`config.mk`:
```
export PLATFORM = sky130hd
export DESIGN_NAME = strided_conv_layer
export DESIGN_NICKNAME = d
export VERILOG_FILES = /design/src/rtl/strided_conv_layer_pkg.sv /design/src/rtl/line_buffer.sv /design/src/rtl/strided_conv_layer.sv
export SDC_FILE = /design/constraint.sdc
export NUM_CORES = 1
export LEC_CHECK = 0
export BUFFER_PORTS_ARGS = -buffer_cell sky130_fd_sc_hd__buf_4
export CORE_MARGIN = 1
export CORE_UTILIZATION = 61
export CTS_CLUSTER_SIZE = 24
export DETAILED_ROUTE_END_ITERATION = 10
export GPL_ROUTABILITY_DRIVEN = 0
export HOLD_SLACK_MARGIN = 0.08
export PLACE_DENSITY_LB_ADDON = 0.12
export REMOVE_ABC_BUFFERS = 1
export SLEW_MARGIN = 20
export SYNTH_ARGS = -nofsm -noshare
export SYNTH_HDL_FRONTEND = slang
export SYNTH_SLANG_ARGS = --single-unit
```
`constraint.sdc`:
```
create_clock -name clk -period 4.5 [get_ports clk]
set_clock_uncertainty 0.2 [all_clocks]
set_input_delay 0.45 -clock clk [delete_from_list [all_inputs] [get_ports clk]]
set_output_delay 0.45 -clock clk [all_outputs]
set_load 0.01 [all_outputs]
```
`src/rtl/strided_conv_layer_pkg.sv`:
```
// Shared definitions for the strided window reduction layer.
// Reduction modes, width helper and the inter-stage flag bundle.
package strided_conv_layer_pkg;

    localparam int MODE_SUM = 0;
    localparam int MODE_MAX = 1;

    typedef struct packed {
        logic v;
        logic last;
    } stage_t;

    function automatic int clog2(input int value);
        int  r;
        longint x;
        r = 0;
        x = 1;
        while (x < longint'(value)) begin
            x = x << 1;
            r = r + 1;
        end
        return r;
    endfunction

endpackage

```
`src/rtl/line_buffer.sv`:
```
// One image row of pixel delay, advanced only on shift_en.
// Contents are never reset; the window logic masks stale data.
module line_buffer #(
    parameter int WIDTH = 8,
    parameter int DEPTH = 64
) (
    input  logic             clk,
    input  logic             shift_en,
    input  logic [WIDTH-1:0] din,
    output logic [WIDTH-1:0] dout
);

    logic [WIDTH-1:0] mem [DEPTH];

    always_ff @(posedge clk) begin
        if (shift_en) begin
            mem[0] <= din;
            for (int i = 1; i < DEPTH; i++) begin
                mem[i] <= mem[i-1];
            end
        end
    end

    assign dout = mem[DEPTH-1];

endmodule

```
`src/rtl/strided_conv_layer.sv`:
```
// Strided FILTER_SIZE x FILTER_SIZE window sum/max over a raster stream.
// Accept edge -> reduce edge -> saturate/output edge.
module strided_conv_layer
    import strided_conv_layer_pkg::*;
#(
    parameter int D_WIDTH     = 8,
    parameter int Q_WIDTH     = 16,
    parameter int D_CHANNELS  = 2,
    parameter int Q_CHANNELS  = 3,
    parameter int FILTER_SIZE = 2,
    parameter int IMAGE_SIZE  = 64,
    parameter int STRIDE      = 1,
    parameter int MODE        = 0
) (
    input  logic                          clk,
    input  logic                          rst_n,
    input  logic                          clk_en,
    input  logic                          in_valid,
    input  logic [D_CHANNELS*D_WIDTH-1:0] input_data,
    output logic [Q_CHANNELS*Q_WIDTH-1:0] output_data,
    output logic                          valid,
    output logic                          frame_done
);

    localparam int PW    = D_CHANNELS * D_WIDTH;
    localparam int CW    = clog2(IMAGE_SIZE);
    localparam int FN    = FILTER_SIZE * FILTER_SIZE * D_CHANNELS;
    localparam int MAXV  = FN * ((1 << D_WIDTH) - 1);
    localparam int SUM_W = clog2(MAXV + 1);
    localparam int EW    = (SUM_W > Q_WIDTH) ? SUM_W : Q_WIDTH;
    localparam int LAST  = FILTER_SIZE - 1
                         + ((IMAGE_SIZE - FILTER_SIZE) / STRIDE) * STRIDE;

    logic [CW-1:0] row, col, row_ph, col_ph;
    logic          acc, eol, eof, complete, at_last;

    logic [PW-1:0] col_in [FILTER_SIZE];
    logic [PW-1:0] lb_out [FILTER_SIZE-1];
    logic [PW-1:0] win    [FILTER_SIZE][FILTER_SIZE];

    logic [SUM_W-1:0]   res_sum, res, res_q;
    logic [D_WIDTH-1:0] res_max;
    logic [EW-1:0]      ext;
    logic [Q_WIDTH-1:0] sat;

    stage_t s1, s2;

    function automatic logic [CW-1:0] ph_step(input logic [CW-1:0] p);
        return (p == CW'(STRIDE - 1)) ? '0 : p + 1'b1;
    endfunction

    assign acc      = clk_en & in_valid;
    assign eol      = (col == CW'(IMAGE_SIZE - 1));
    assign eof      = eol && (row == CW'(IMAGE_SIZE - 1));
    assign at_last  = (row == CW'(LAST)) && (col == CW'(LAST));
    assign complete = (row >= CW'(FILTER_SIZE - 1))
                   && (col >= CW'(FILTER_SIZE - 1))
                   && (row_ph == '0) && (col_ph == '0);

    // Phase counters track (pos - FILTER_SIZE + 1) mod STRIDE without a divider
    always_ff @(posedge clk or negedge rst_n) begin
        if (!rst_n) begin
            row    <= '0;
            col    <= '0;
            row_ph <= '0;
            col_ph <= '0;
        end else if (acc) begin
            if (eol) begin
                col    <= '0;
                col_ph <= '0;
                row    <= eof ? '0 : row + 1'b1;
                row_ph <= (eof || row < CW'(FILTER_SIZE - 1))
                        ? '0 : ph_step(row_ph);
            end else begin
                col    <= col + 1'b1;
                col_ph <= (col < CW'(FILTER_SIZE - 1))
                        ? '0 : ph_step(col_ph);
            end
        end
    end

    assign col_in[FILTER_SIZE-1] = input_data;

    for (genvar k = 0; k < FILTER_SIZE - 1; k++) begin : g_lb
        logic [PW-1:0] lb_din;
        if (k == 0) begin : g_head
            assign lb_din = input_data;
        end else begin : g_chain
            assign lb_din = lb_out[k-1];
        end
        line_buffer #(
            .WIDTH (PW),
            .DEPTH (IMAGE_SIZE)
        ) u_lb (
            .clk      (clk),
            .shift_en (acc),
            .din      (lb_din),
            .dout     (lb_out[k])
        );
        assign col_in[FILTER_SIZE-2-k] = lb_out[k];
    end

    always_ff @(posedge clk) begin
        if (acc) begin
            for (int r = 0; r < FILTER_SIZE; r++) begin
                for (int c = 0; c < FILTER_SIZE - 1; c++) begin
                    win[r][c] <= win[r][c+1];
                end
                win[r][FILTER_SIZE-1] <= col_in[r];
            end
        end
    end

    always_comb begin
        logic [D_WIDTH-1:0] px;
        px      = '0;
        res_sum = '0;
        res_max = '0;
        for (int r = 0; r < FILTER_SIZE; r++) begin
            for (int c = 0; c < FILTER_SIZE; c++) begin
                for (int ch = 0; ch < D_CHANNELS; ch++) begin
                    px      = win[r][c][ch*D_WIDTH +: D_WIDTH];
                    res_sum = res_sum + SUM_W'(px);
                    if (px > res_max) res_max = px;
                end
            end
        end
    end

    always_comb begin
        case (MODE)
            MODE_SUM: res = res_sum;
            MODE_MAX: res = SUM_W'(res_max);
            default:  res = '0;
        endcase
    end

    assign ext = EW'(res_q);
    assign sat = (ext > EW'({Q_WIDTH{1'b1}})) ? '1 : ext[Q_WIDTH-1:0];

    always_ff @(posedge clk or negedge rst_n) begin
        if (!rst_n) begin
            s1          <= '0;
            s2          <= '0;
            res_q       <= '0;
            output_data <= '0;
            valid       <= 1'b0;
            frame_done  <= 1'b0;
        end else if (clk_en) begin
            s1 <= '{v:    in_valid & complete,
                    last: in_valid & complete & at_last};
            s2 <= s1;
            if (s1.v) res_q <= res;
            valid      <= s2.v;
            frame_done <= s2.last;
            if (s2.v) output_data <= {Q_CHANNELS{sat}};
        end
    end

endmodule

```
==> flow_metrics.env, run 1 <==
export IMPL_status="finished clean"
export IMPL_finalSetupViolations=0
export IMPL_swShare=0.2059
export IMPL_ir_worst_vdd_mv=0.5370
export IMPL_finalNetCount=1774
export IMPL_cts_buffers=102
export IMPL_design_area_um2=41080
export IMPL_rsz0062_at_grt="false"
export IMPL_ant_nets=0
export IMPL_postSynth_asyncResetShare=0.04693
export IMPL_cp_data_arrival_time_ns=4.66
export IMPL_synth_ff_type="edfxtp_1"
export IMPL_worstPathRequired_ns=4.87
export IMPL_worst_slack_ns=0.2146
export IMPL_drtPass1Iterations=5
export IMPL_p_int_mw=17.31
export IMPL_startpoint_type="flip-flop"
export IMPL_fin_util=0.7067
export IMPL_drc=0
export IMPL_antenna_cells_inserted=0
export IMPL_grt_pass1_vias=13040
export IMPL_vias=13070
export IMPL_antenna_found_initial=0
export IMPL_seq_power_share=0.550
export IMPL_synth_edf_count=1056
export IMPL_grt_pass1_wl_um=72480
export IMPL_initial_core_util=0.6221
export IMPL_slew_violations=0
export IMPL_ys_types=53
export IMPL_grt_max_degree=110
export IMPL_max_cap_violations=0
export IMPL_path_class="flip-flop to flip-flop"
export IMPL_wl_per_cell_um=17.74
export IMPL_clock_latency_ns=0.64
export IMPL_area_delta_synth_final_pct=13.60
export IMPL_syn_inst=1521
export IMPL_max_freq_ghz=0.2334
export IMPL_totalPowerFinal_mw=21.80
export IMPL_htree_num_levels=3
export IMPL_syn_area_per_cell_um2=23.78
export IMPL_drive_gt1_frac=0.1355
export IMPL_cts_root_buf="clkbuf_16"
export IMPL_wl_um=45000
export IMPL_ys_seq_elements=1108
export IMPL_die_h_um=245.5
export IMPL_clkPwrFrac=0.390
export IMPL_via_per_inst=5.154
export IMPL_yosysSeqAreaShare=0.9128
export IMPL_dieArea_um2=60260
export IMPL_place_ws_ns=0.1536
export IMPL_fin_tns_setup_ns=0
export IMPL_worstMarginPinSlew_ns=0.8986
export IMPL_cts_sinks=1108
export IMPL_die_x_um=245.5
export IMPL_rows=88
export IMPL_fin_crit_ns=4.285
export IMPL_power_density_nw_per_um2=530.7
export IMPL_finalCritPeriodShare=0.9523
export IMPL_end_kind="flip-flop"
export IMPL_instances_no_fill=2536
export IMPL_combPwrFrac=0.060
export IMPL_grt_use_total=0.1575
export IMPL_numPortBuffers=54
export IMPL_place_hpwl_um=22240
export IMPL_critPathMaxFanout=4
export IMPL_hold_viol=0
export IMPL_clk_path_buf_depth=3
export IMPL_overflow=0
export IMPL_leakagePower_nw=14.31
export IMPL_hold_slack_ns=0.2015
export IMPL_io_pins=70
export IMPL_num_fill_cells=3425
export IMPL_synth_warnings=0
export IMPL_hold_path_class="flip-flop to flip-flop"
export IMPL_cts_tree="yes"
export IMPL_clk_pin_slew_ns=0.07
export IMPL_place_area_um2=37540
export IMPL_first_iter_violations=938
export IMPL_synthesis_area_um2=36160
export IMPL_max_slew_margin_rel=0.4009
export IMPL_placedCellCount=2327
export IMPL_core_area_um2=58140
export IMPL_power_switching_mw=4.488
## flip-flops by register name, summed over array words and instances, names as in the netlist, 2 cells and up
register / cells
g_lb.u_lb.mem: 993
win: 63
output_data: 11
res_q: 11
col: 6
col_ph: 6
row: 6
row_ph: 6
s1: 2
s2: 2
## Yosys cell counts (5+ instances only)
cell type	instances	share of area
xnor2_1	6	0.0015
buf_2	6	0.00083
o21ai_0	16	0.0022
edfxtp_1	1056	0.88
buf_4	38	0.0079
xor2_1	8	0.0019
nor3_1	8	0.0011
nor2_1	16	0.0017
mux2_2	16	0.0050
fa_1	47	0.026
nand3_1	13	0.0018
ha_1	21	0.0073
nand4_1	6	0.0010
nand2_1	23	0.0024
nor3b_1	5	0.0010
dfrtp_1	52	0.036
inv_1	123	0.013
## power groups by stage
stage / Combinational [mW] / Sequential (mW) / Clock, mW
2_1_floorplan: 0.885 / 12.4 / 0
3_3_place_gp: 1.28 / 12.2 / 0
3_5_place_dp: 1.31 / 12.2 / 0
4_1_cts: 1.33 / 12.0 / 8.77
5_1_grt: 1.51 / 12.0 / 9.14
6_report: 1.32 / 12.0 / 8.49
## area by class of cell
cell class	instances	area, µm²	area share
clock inverter	59	593.1	0.01444
timing repair buffer	92	875.8	0.02132
sequential	1108	33010	0.8036
clock buffer	130	2741	0.06673
multi-input combinational	258	2430	0.05915
inverter	124	473.0	0.01151
tap	765	957.2	0.02330
## critical path, cell delays in order (launching register included)
cell and delay (ns):
edfxtp_1 0.34, inv_1 0.06, fa_1 0.53, inv_1 0.06
fa_1 0.50, fa_1 0.54, inv_1 0.05, fa_1 0.53
inv_1 0.04, ha_2 0.19, inv_1 0.08, fa_2 0.22
nor2b_1 0.06, o31a_1 0.32, or4_4 0.42, nand3_1 0.08
## layout by cell type (no fill, tap or decap), drive strengths merged, types with 5 or more instances in the layout
cell type	n
fa	47
ha	21
dlygate4sd3	19
clkinv	42
xor2	8
nand3	13
nor3	9
bufinv	12
xnor2	6
clkbuf	130
buf	73
dfrtp	52
o21ai	18
nor3b	5
conb	15
nand2	25
edfxtp	1056
inv	127
nor2	16
nand4	7
mux2	16
o31ai	5
## routing by layer
layer  GRT usage  wire length (µm)  vias up
met5           0                 0        -
met4     0.05517              1103        0
met3     0.03427              1689       89
met2      0.2085             19250      220
met1      0.2612             22960     6699
li1            -                 -     6063
## worst paths after layout
path	start	slack (ns)	endpoint	depth (start not counted)
max in group asynchronous	rst_n	3.45	col_ph[1]	2
hold reg to reg	g_lb[0].u_lb.mem[0][434]	0.20	g_lb[0].u_lb.mem[0][450]	0
hold / removal	g_lb[0].u_lb.mem[0][434]	0.20	g_lb[0].u_lb.mem[0][450]	0
setup / recovery	win[1][26]	0.21	res_q[8]	15
min in group asynchronous	rst_n	0.21	res_q[3]	2
setup reg to reg	win[1][26]	0.21	res_q[8]	15
## kinds of logic (layout without fill, tap and decap cells)
group / after synthesis / after routing / synth area share
xor gates and xnor gates: 14 / 14 / 0.003391
other: 1 / 15 / 0.0001037
AOI/OAI and AO/OA: 45 / 45 / 0.008408
DFF: 1108 / 1108 / 0.9128
muxes: 18 / 18 / 0.005536
and+or+nand+nor: 98 / 98 / 0.01477
adders and majority gates: 68 / 68 / 0.03328
buffers and inverters: 169 / 405 / 0.02169
## timing repair
| item | CTS | global route |
|---|---|---|
| gates resized for setup | 0 | 3 |
| hold endpoints to repair | 77 | 0 |
| setup endpoints to repair | 0 | 1 |
| buffers inserted | 0 | 1 |
| hold buffers | 19 | 0 |
Note: power is estimated with default switching activity, not from simulation.
==> run 2, diff against run 1 <==
PLACE_DENSITY = 0.9   (was unset)
PLACE_DENSITY_LB_ADDON = unset   (was 0.12)
==> run 2 against run 1 <==
  * The flow now finishes with violations (setup timing)
  * Via count grew 11%
  * Clock-buffer cell count shrank 7
  * Sequential share of layout area shrank 0.30 points
  * Largest cell class unchanged
==> flow_metrics.env, run 2 (synthesis gave the netlist of run 1 again) <==
export IMPL_ant_nets=0
export IMPL_met3_length_um=4968
export IMPL_initial_core_util=0.6221
export IMPL_core_area_um2=58140
export IMPL_startpoint_type="flip-flop"
export IMPL_wl_met1_um=26020
export IMPL_largest_reg_flops=993
export IMPL_worstMarginPinSlew_ns=0.9070
export IMPL_clock_latency_ns=0.69
export IMPL_grt_pass1_vias=15020
export IMPL_fin_crit_ns=4.648
export IMPL_finalSetupViolations=5
export IMPL_antenna_cells_inserted=0
export IMPL_violations="setup timing"
export IMPL_area_delta_synth_final_pct=14.03
export IMPL_layout_commonest_cell="edfxtp_1"
export IMPL_vias=14560
export IMPL_wl_um=66110
export IMPL_cts_tree="yes"
export IMPL_status="complete, but fails checks"
export IMPL_drc=0
export IMPL_antenna_found_initial=1
export IMPL_slew_violations=0
export IMPL_worst_slack_ns=-0.1478
export IMPL_top_regs="g_lb.u_lb.mem x993, win x63"
export IMPL_place_ws_ns=-0.07025
export IMPL_overflow=0
export IMPL_critical_path_endpoint="res_q[10]"
export IMPL_cp_data_arrival_time_ns=5.01
export IMPL_r2r_cells=16
export IMPL_via_per_inst=5.718
export IMPL_r2r_end="res_q[10]"
export IMPL_cts_buffers=100
export IMPL_final_cell_mix="edfxtp_1 (1056), inv_1 (108), clkbuf_16 (101)"
export IMPL_drtPass1Iterations=5
export IMPL_rows=88
export IMPL_ir_worst_vdd_mv=0.3811
export IMPL_place_area_um2=37560
export IMPL_drive_gt1_frac=0.1713
export IMPL_grt_max_degree=117
export IMPL_top_layer="met5"
export IMPL_wl_per_cell_um=25.96
export IMPL_crit_start="win[1][25]"
export IMPL_clk_pin_slew_ns=0.08
export IMPL_grt_pass1_wl_um=97340
export IMPL_finalCritPeriodShare=1.033
export IMPL_die_x_um=245.5
export IMPL_clk_path_buf_depth=3
export IMPL_max_slew_margin_rel=0.3953
export IMPL_worstPathRequired_ns=4.86
export IMPL_first_iter_violations=1631
export IMPL_die_h_um=245.5
export IMPL_r2r_setup_slack_ns=-0.15
export IMPL_wl_met2_um=32100
export IMPL_cts_sinks=1108
export IMPL_dieArea_um2=60260
export IMPL_path_class="flip-flop to flip-flop"
export IMPL_r2r_start="win[1][25]"
export IMPL_numPortBuffers=54
export IMPL_grt_use_total=0.2264
export IMPL_max_cap_violations=0
export IMPL_htree_num_levels=3
export IMPL_place_hpwl_um=27850
export IMPL_power_density_nw_per_um2=552.8
export IMPL_end_kind="flip-flop"
export IMPL_hold_viol=0
export IMPL_design_area_um2=41240
export IMPL_cts_root_buf="clkbuf_16"
export IMPL_io_pins=70
export IMPL_largest_register="g_lb.u_lb.mem"
export IMPL_leakagePower_nw=14.36
export IMPL_finalNetCount=1787
export IMPL_critPathMaxFanout=3
export IMPL_max_freq_ghz=0.2152
export IMPL_hold_path_class="primary input to async pin"
run 2: cell types whose count changed in the layout (fill, tap and decap cells not counted), sizes merged:
cell and change:
clkinv +3, clkinvlp +3, inv +1, clkbuf -7, buf +15, bufinv -5
run 2: critical path, stage by stage (launching register included):
cell	delay (ns)
edfxtp_1	0.37
inv_1	0.10
fa_1	0.53
fa_1	0.56
inv_1	0.12
fa_1	0.63
inv_2	0.06
fa_1	0.51
inv_2	0.06
ha_4	0.16
inv_2	0.06
fa_2	0.21
nor2b_2	0.05
o31a_1	0.32
buf_4	0.19
o31ai_2	0.26
a21oi_1	0.14
run 2: worst min-delay path by stage:
stage / start / endpoint / cells past startpoint
after floorplan: rst_n / col[0] / 0
after global placement: g_lb[0].u_lb.mem[0][35] / g_lb[0].u_lb.mem[0][51] / 0
after detailed placement: g_lb[0].u_lb.mem[0][120] / g_lb[0].u_lb.mem[0][136] / 0
after CTS: rst_n / res_q[7] / 2
after global routing: g_lb[0].u_lb.mem[1][21] / g_lb[0].u_lb.mem[1][37] / 0
final: rst_n / res_q[7] / 2
run 2: layout make-up:
cell class / count / area (µm²)
Clock buffer: 123 / 2670
Clock inverter: 61 / 563.0
Fill cell: 3040 / 16900
Inverter: 124 / 473.0
Multi-Input combinational cell: 258 / 2575
Sequential cell: 1108 / 33010
Tap cell: 765 / 957.2
Timing Repair Buffer: 107 / 988.4
run 2: metal layers:
layer  track usage  vias up
li1              -     6083
met4       0.09573        2
met1        0.3046     7485
met2        0.3594      780
met5             0        -
met3       0.05468      208
run 2: where the power goes:
part           internal, mW  switching, mW
Combinational         0.856           1.36
Sequential             11.8          0.280
Clock                  4.66           3.86
run 2: timing repair:
item | 4_1_cts | 5_1_grt
endpoints found under the hold margin | 76 | 0
hold buffers | 19 | 0
buffers inserted | 4 | 10
resized for setup | 15 | 33
endpoints found under the setup margin | 5 | 6
pin swaps | 7 | 9
run 2: metrics by stage:
step / hold slack (ns) / cells / setup TNS [ns] / utilization / power, mW
2_1_floorplan: -0.04559 / 1490 / -8981.81 / - / 13.25
3_3_place_gp: 0.2033 / 2329 / 0 / 0.6460 / 13.45
3_5_place_dp: 0.2045 / 2329 / -0.07025 / 0.6460 / 13.68
4_1_cts: 0.1606 / 2536 / 0 / 0.7065 / 22.45
5_1_grt: 0.2044 / 2546 / -0.5136 / 0.7093 / 23.42
6_report: 0.1573 / 2546 / -0.3461 / 0.7093 / 22.80
==> run 3, diff against run 2 <==
ABC_CLOCK_PERIOD_IN_PS = 4500   (was unset)
MAX_ROUTING_LAYER = met4   (was unset)
==> run 3 against run 2 <==
  * The flow still finishes with violations (setup timing)
  * Register-to-register slack worse by 0.04 ns
  * Routed wire length shrank 0.19%
  * Non-clock buffer count shrank 3
  * Total power decreased by 0.39%
  * Die area unchanged
  * Clock power barely moved
  * Highest routed layer is now met4
==> flow_metrics.env, run 3 (synthesis gave the netlist of run 1 again) <==
export IMPL_grt_use_met1=0.3049
export IMPL_status="complete, but fails checks"
export IMPL_worstMarginPinSlew_ns=0.9004
export IMPL_end_kind="flip-flop"
export IMPL_grt_busiest_layer="met2"
export IMPL_fin_crit_ns=4.691
export IMPL_max_freq_ghz=0.2132
export IMPL_place_area_um2=37560
export IMPL_cts_root_buf="clkbuf_16"
export IMPL_drive_gt1_frac=0.1687
export IMPL_max_cap_violations=0
export IMPL_top_regs="g_lb.u_lb.mem x993, win x63"
export IMPL_layout_commonest_cell="edfxtp_1"
export IMPL_place_hpwl_um=27850
export IMPL_grt_pass1_wl_um=97370
export IMPL_htree_num_levels=3
export IMPL_worstPathRequired_ns=4.92
export IMPL_crit_buf_inv=5
export IMPL_combPwrFrac=0.094
export IMPL_worst_slack_ns=-0.1913
export IMPL_clock_latency_ns=0.68
export IMPL_critPathMaxFanout=2
export IMPL_core_area_um2=58140
export IMPL_initial_core_util=0.6221
export IMPL_dieArea_um2=60260
export IMPL_grt_met3_usage=0.05642
export IMPL_clk_path_buf_depth=3
export IMPL_overflow=0
export IMPL_hold_viol=0
export IMPL_clk_pin_slew_ns=0.08
export IMPL_max_slew_margin_rel=0.3998
export IMPL_finalSetupViolations=4
export IMPL_cp_data_arrival_time_ns=5.11
export IMPL_clkPwrFrac=0.375
export IMPL_slowest_stage="fa_1"
export IMPL_cp_slowest_stage_delay_ns=0.63
export IMPL_grt_use_total=0.2335
export IMPL_area_delta_synth_final_pct=13.96
export IMPL_swShare=0.2402
export IMPL_cts_tree="yes"
export IMPL_cts_sinks=1108
export IMPL_leakagePower_nw=14.34
export IMPL_numPortBuffers=54
export IMPL_via_per_inst=5.681
export IMPL_hold_path_class="primary input to async pin"
export IMPL_drc=0
export IMPL_design_area_um2=41210
export IMPL_path_class="flip-flop to flip-flop"
export IMPL_drtPass1Iterations=5
export IMPL_die_x_um=245.5
export IMPL_finalCritPeriodShare=1.043
export IMPL_power_density_nw_per_um2=550.9
export IMPL_io_pins=70
export IMPL_die_h_um=245.5
export IMPL_cp_common_cell="fa_1"
export IMPL_p_int_mw=17.25
export IMPL_startpoint_type="flip-flop"
export IMPL_first_iter_violations=1509
export IMPL_ant_nets=0
export IMPL_grt_max_degree=117
export IMPL_cts_buffers=100
export IMPL_grt_pass1_vias=14970
export IMPL_power_switching_mw=5.455
export IMPL_rows=88
export IMPL_fin_tns_setup_ns=-0.3250
export IMPL_crit_family="adder cells"
export IMPL_place_ws_ns=-0.07025
export IMPL_largest_reg_flops=993
export IMPL_slew_violations=0
export IMPL_largest_register="g_lb.u_lb.mem"
export IMPL_rsz0062_at_grt="true"
export IMPL_met2_usage=0.3596
export IMPL_wl_um=65980
export IMPL_final_cell_mix="edfxtp_1 (1056), inv_1 (108), clkbuf_16 (101)"
export IMPL_path_cells="inv_1 -> fa_1 -> fa_1 -> inv_1 -> fa_1 -> inv_2 -> fa_1 -> inv_2 -> ha_4 -> inv_2 -> fa_2 -> nor2b_2 -> o21ai_0 -> a211oi_1 -> a21o_1"
export IMPL_wl_per_cell_um=25.92
export IMPL_seq_power_share=0.531
export IMPL_fin_util=0.7089
export IMPL_finalNetCount=1784
export IMPL_ir_worst_vdd_mv=0.3833
export IMPL_antenna_found_initial=2
export IMPL_vias=14460
export IMPL_violations="setup timing"
-- run 3: cell count changes in the layout (fill, tap and decap cells not counted), sizes merged --
cell and delta:
buf -3, diode +2
-- run 3: per-stage QoR --
stage	std cells	total power, mW	hold slack (ns)
final	2545	22.71	0.1680
after global routing	2545	23.36	0.2026
after CTS	2536	22.45	0.1606
after detailed placement	2329	13.68	0.2045
after global placement	2329	13.45	0.2033
after floorplan	1490	13.25	-0.04559
-- run 3: area by class of cell --
cell class / count / area [µm²]
flip-flops and latches: 1108 / 33010
fillers: 3047 / 16920
clock buffers: 123 / 2670
multi-input cells: 258 / 2569
repair buffers: 104 / 965.9
well taps: 765 / 957.2
clock inverters: 61 / 563.0
inverters: 124 / 473.0
diodes: 2 / 5.005
-- run 3: layer usage --
| metal | vias up | wire, µm |
|---|---|---|
| li1 | 6081 | - |
| met1 | 7469 | 26240 |
| met2 | 706 | 32250 |
| met3 | 203 | 4632 |
| met4 | 0 | 2851 |
| met5 | - | 0 |
-- run 3: worst reg2reg max path: stages (launching register included) --
cell and delay [ns]:
edfxtp_1 0.39, inv_1 0.09, fa_1 0.48, fa_1 0.55
inv_1 0.11, fa_1 0.63, inv_2 0.06, fa_1 0.47
inv_2 0.10, ha_4 0.15, inv_2 0.04, fa_2 0.36
nor2b_2 0.15, o21ai_0 0.19, a211oi_1 0.51, a21o_1 0.15
-- run 3: timing repair --
item | CTS | global route
endpoints found under the setup margin | 5 | 6
buffers inserted | 4 | 7
hold buffers | 19 | 0
gates resized for setup | 15 | 31
pin swaps | 7 | 8
hold endpoints to repair | 76 | 0
-- run 3: power groups by stage --
stage | clock network (mW) | logic [mW] | registers, mW
2_1_floorplan | 0 | 0.885 | 12.4
3_3_place_gp | 0 | 1.26 | 12.2
3_5_place_dp | 0 | 1.45 | 12.2
4_1_cts | 8.63 | 1.76 | 12.1
5_1_grt | 9.04 | 2.22 | 12.1
6_report | 8.51 | 2.13 | 12.1
-- run 3: final timing paths --
path / from / to / slack (ns) / depth (start not counted)
max in group asynchronous: rst_n / s1[1] / 3.47 / 2
worst max register to register: win[1][25] / res_q[6] / -0.19 / 15
worst max-delay path: win[1][25] / res_q[6] / -0.19 / 15
worst min-delay path: rst_n / res_q[7] / 0.17 / 2
worst min register to register: g_lb[0].u_lb.mem[0][386] / g_lb[0].u_lb.mem[0][402] / 0.20 / 0
min in group clk: g_lb[0].u_lb.mem[0][386] / g_lb[0].u_lb.mem[0][402] / 0.20 / 0
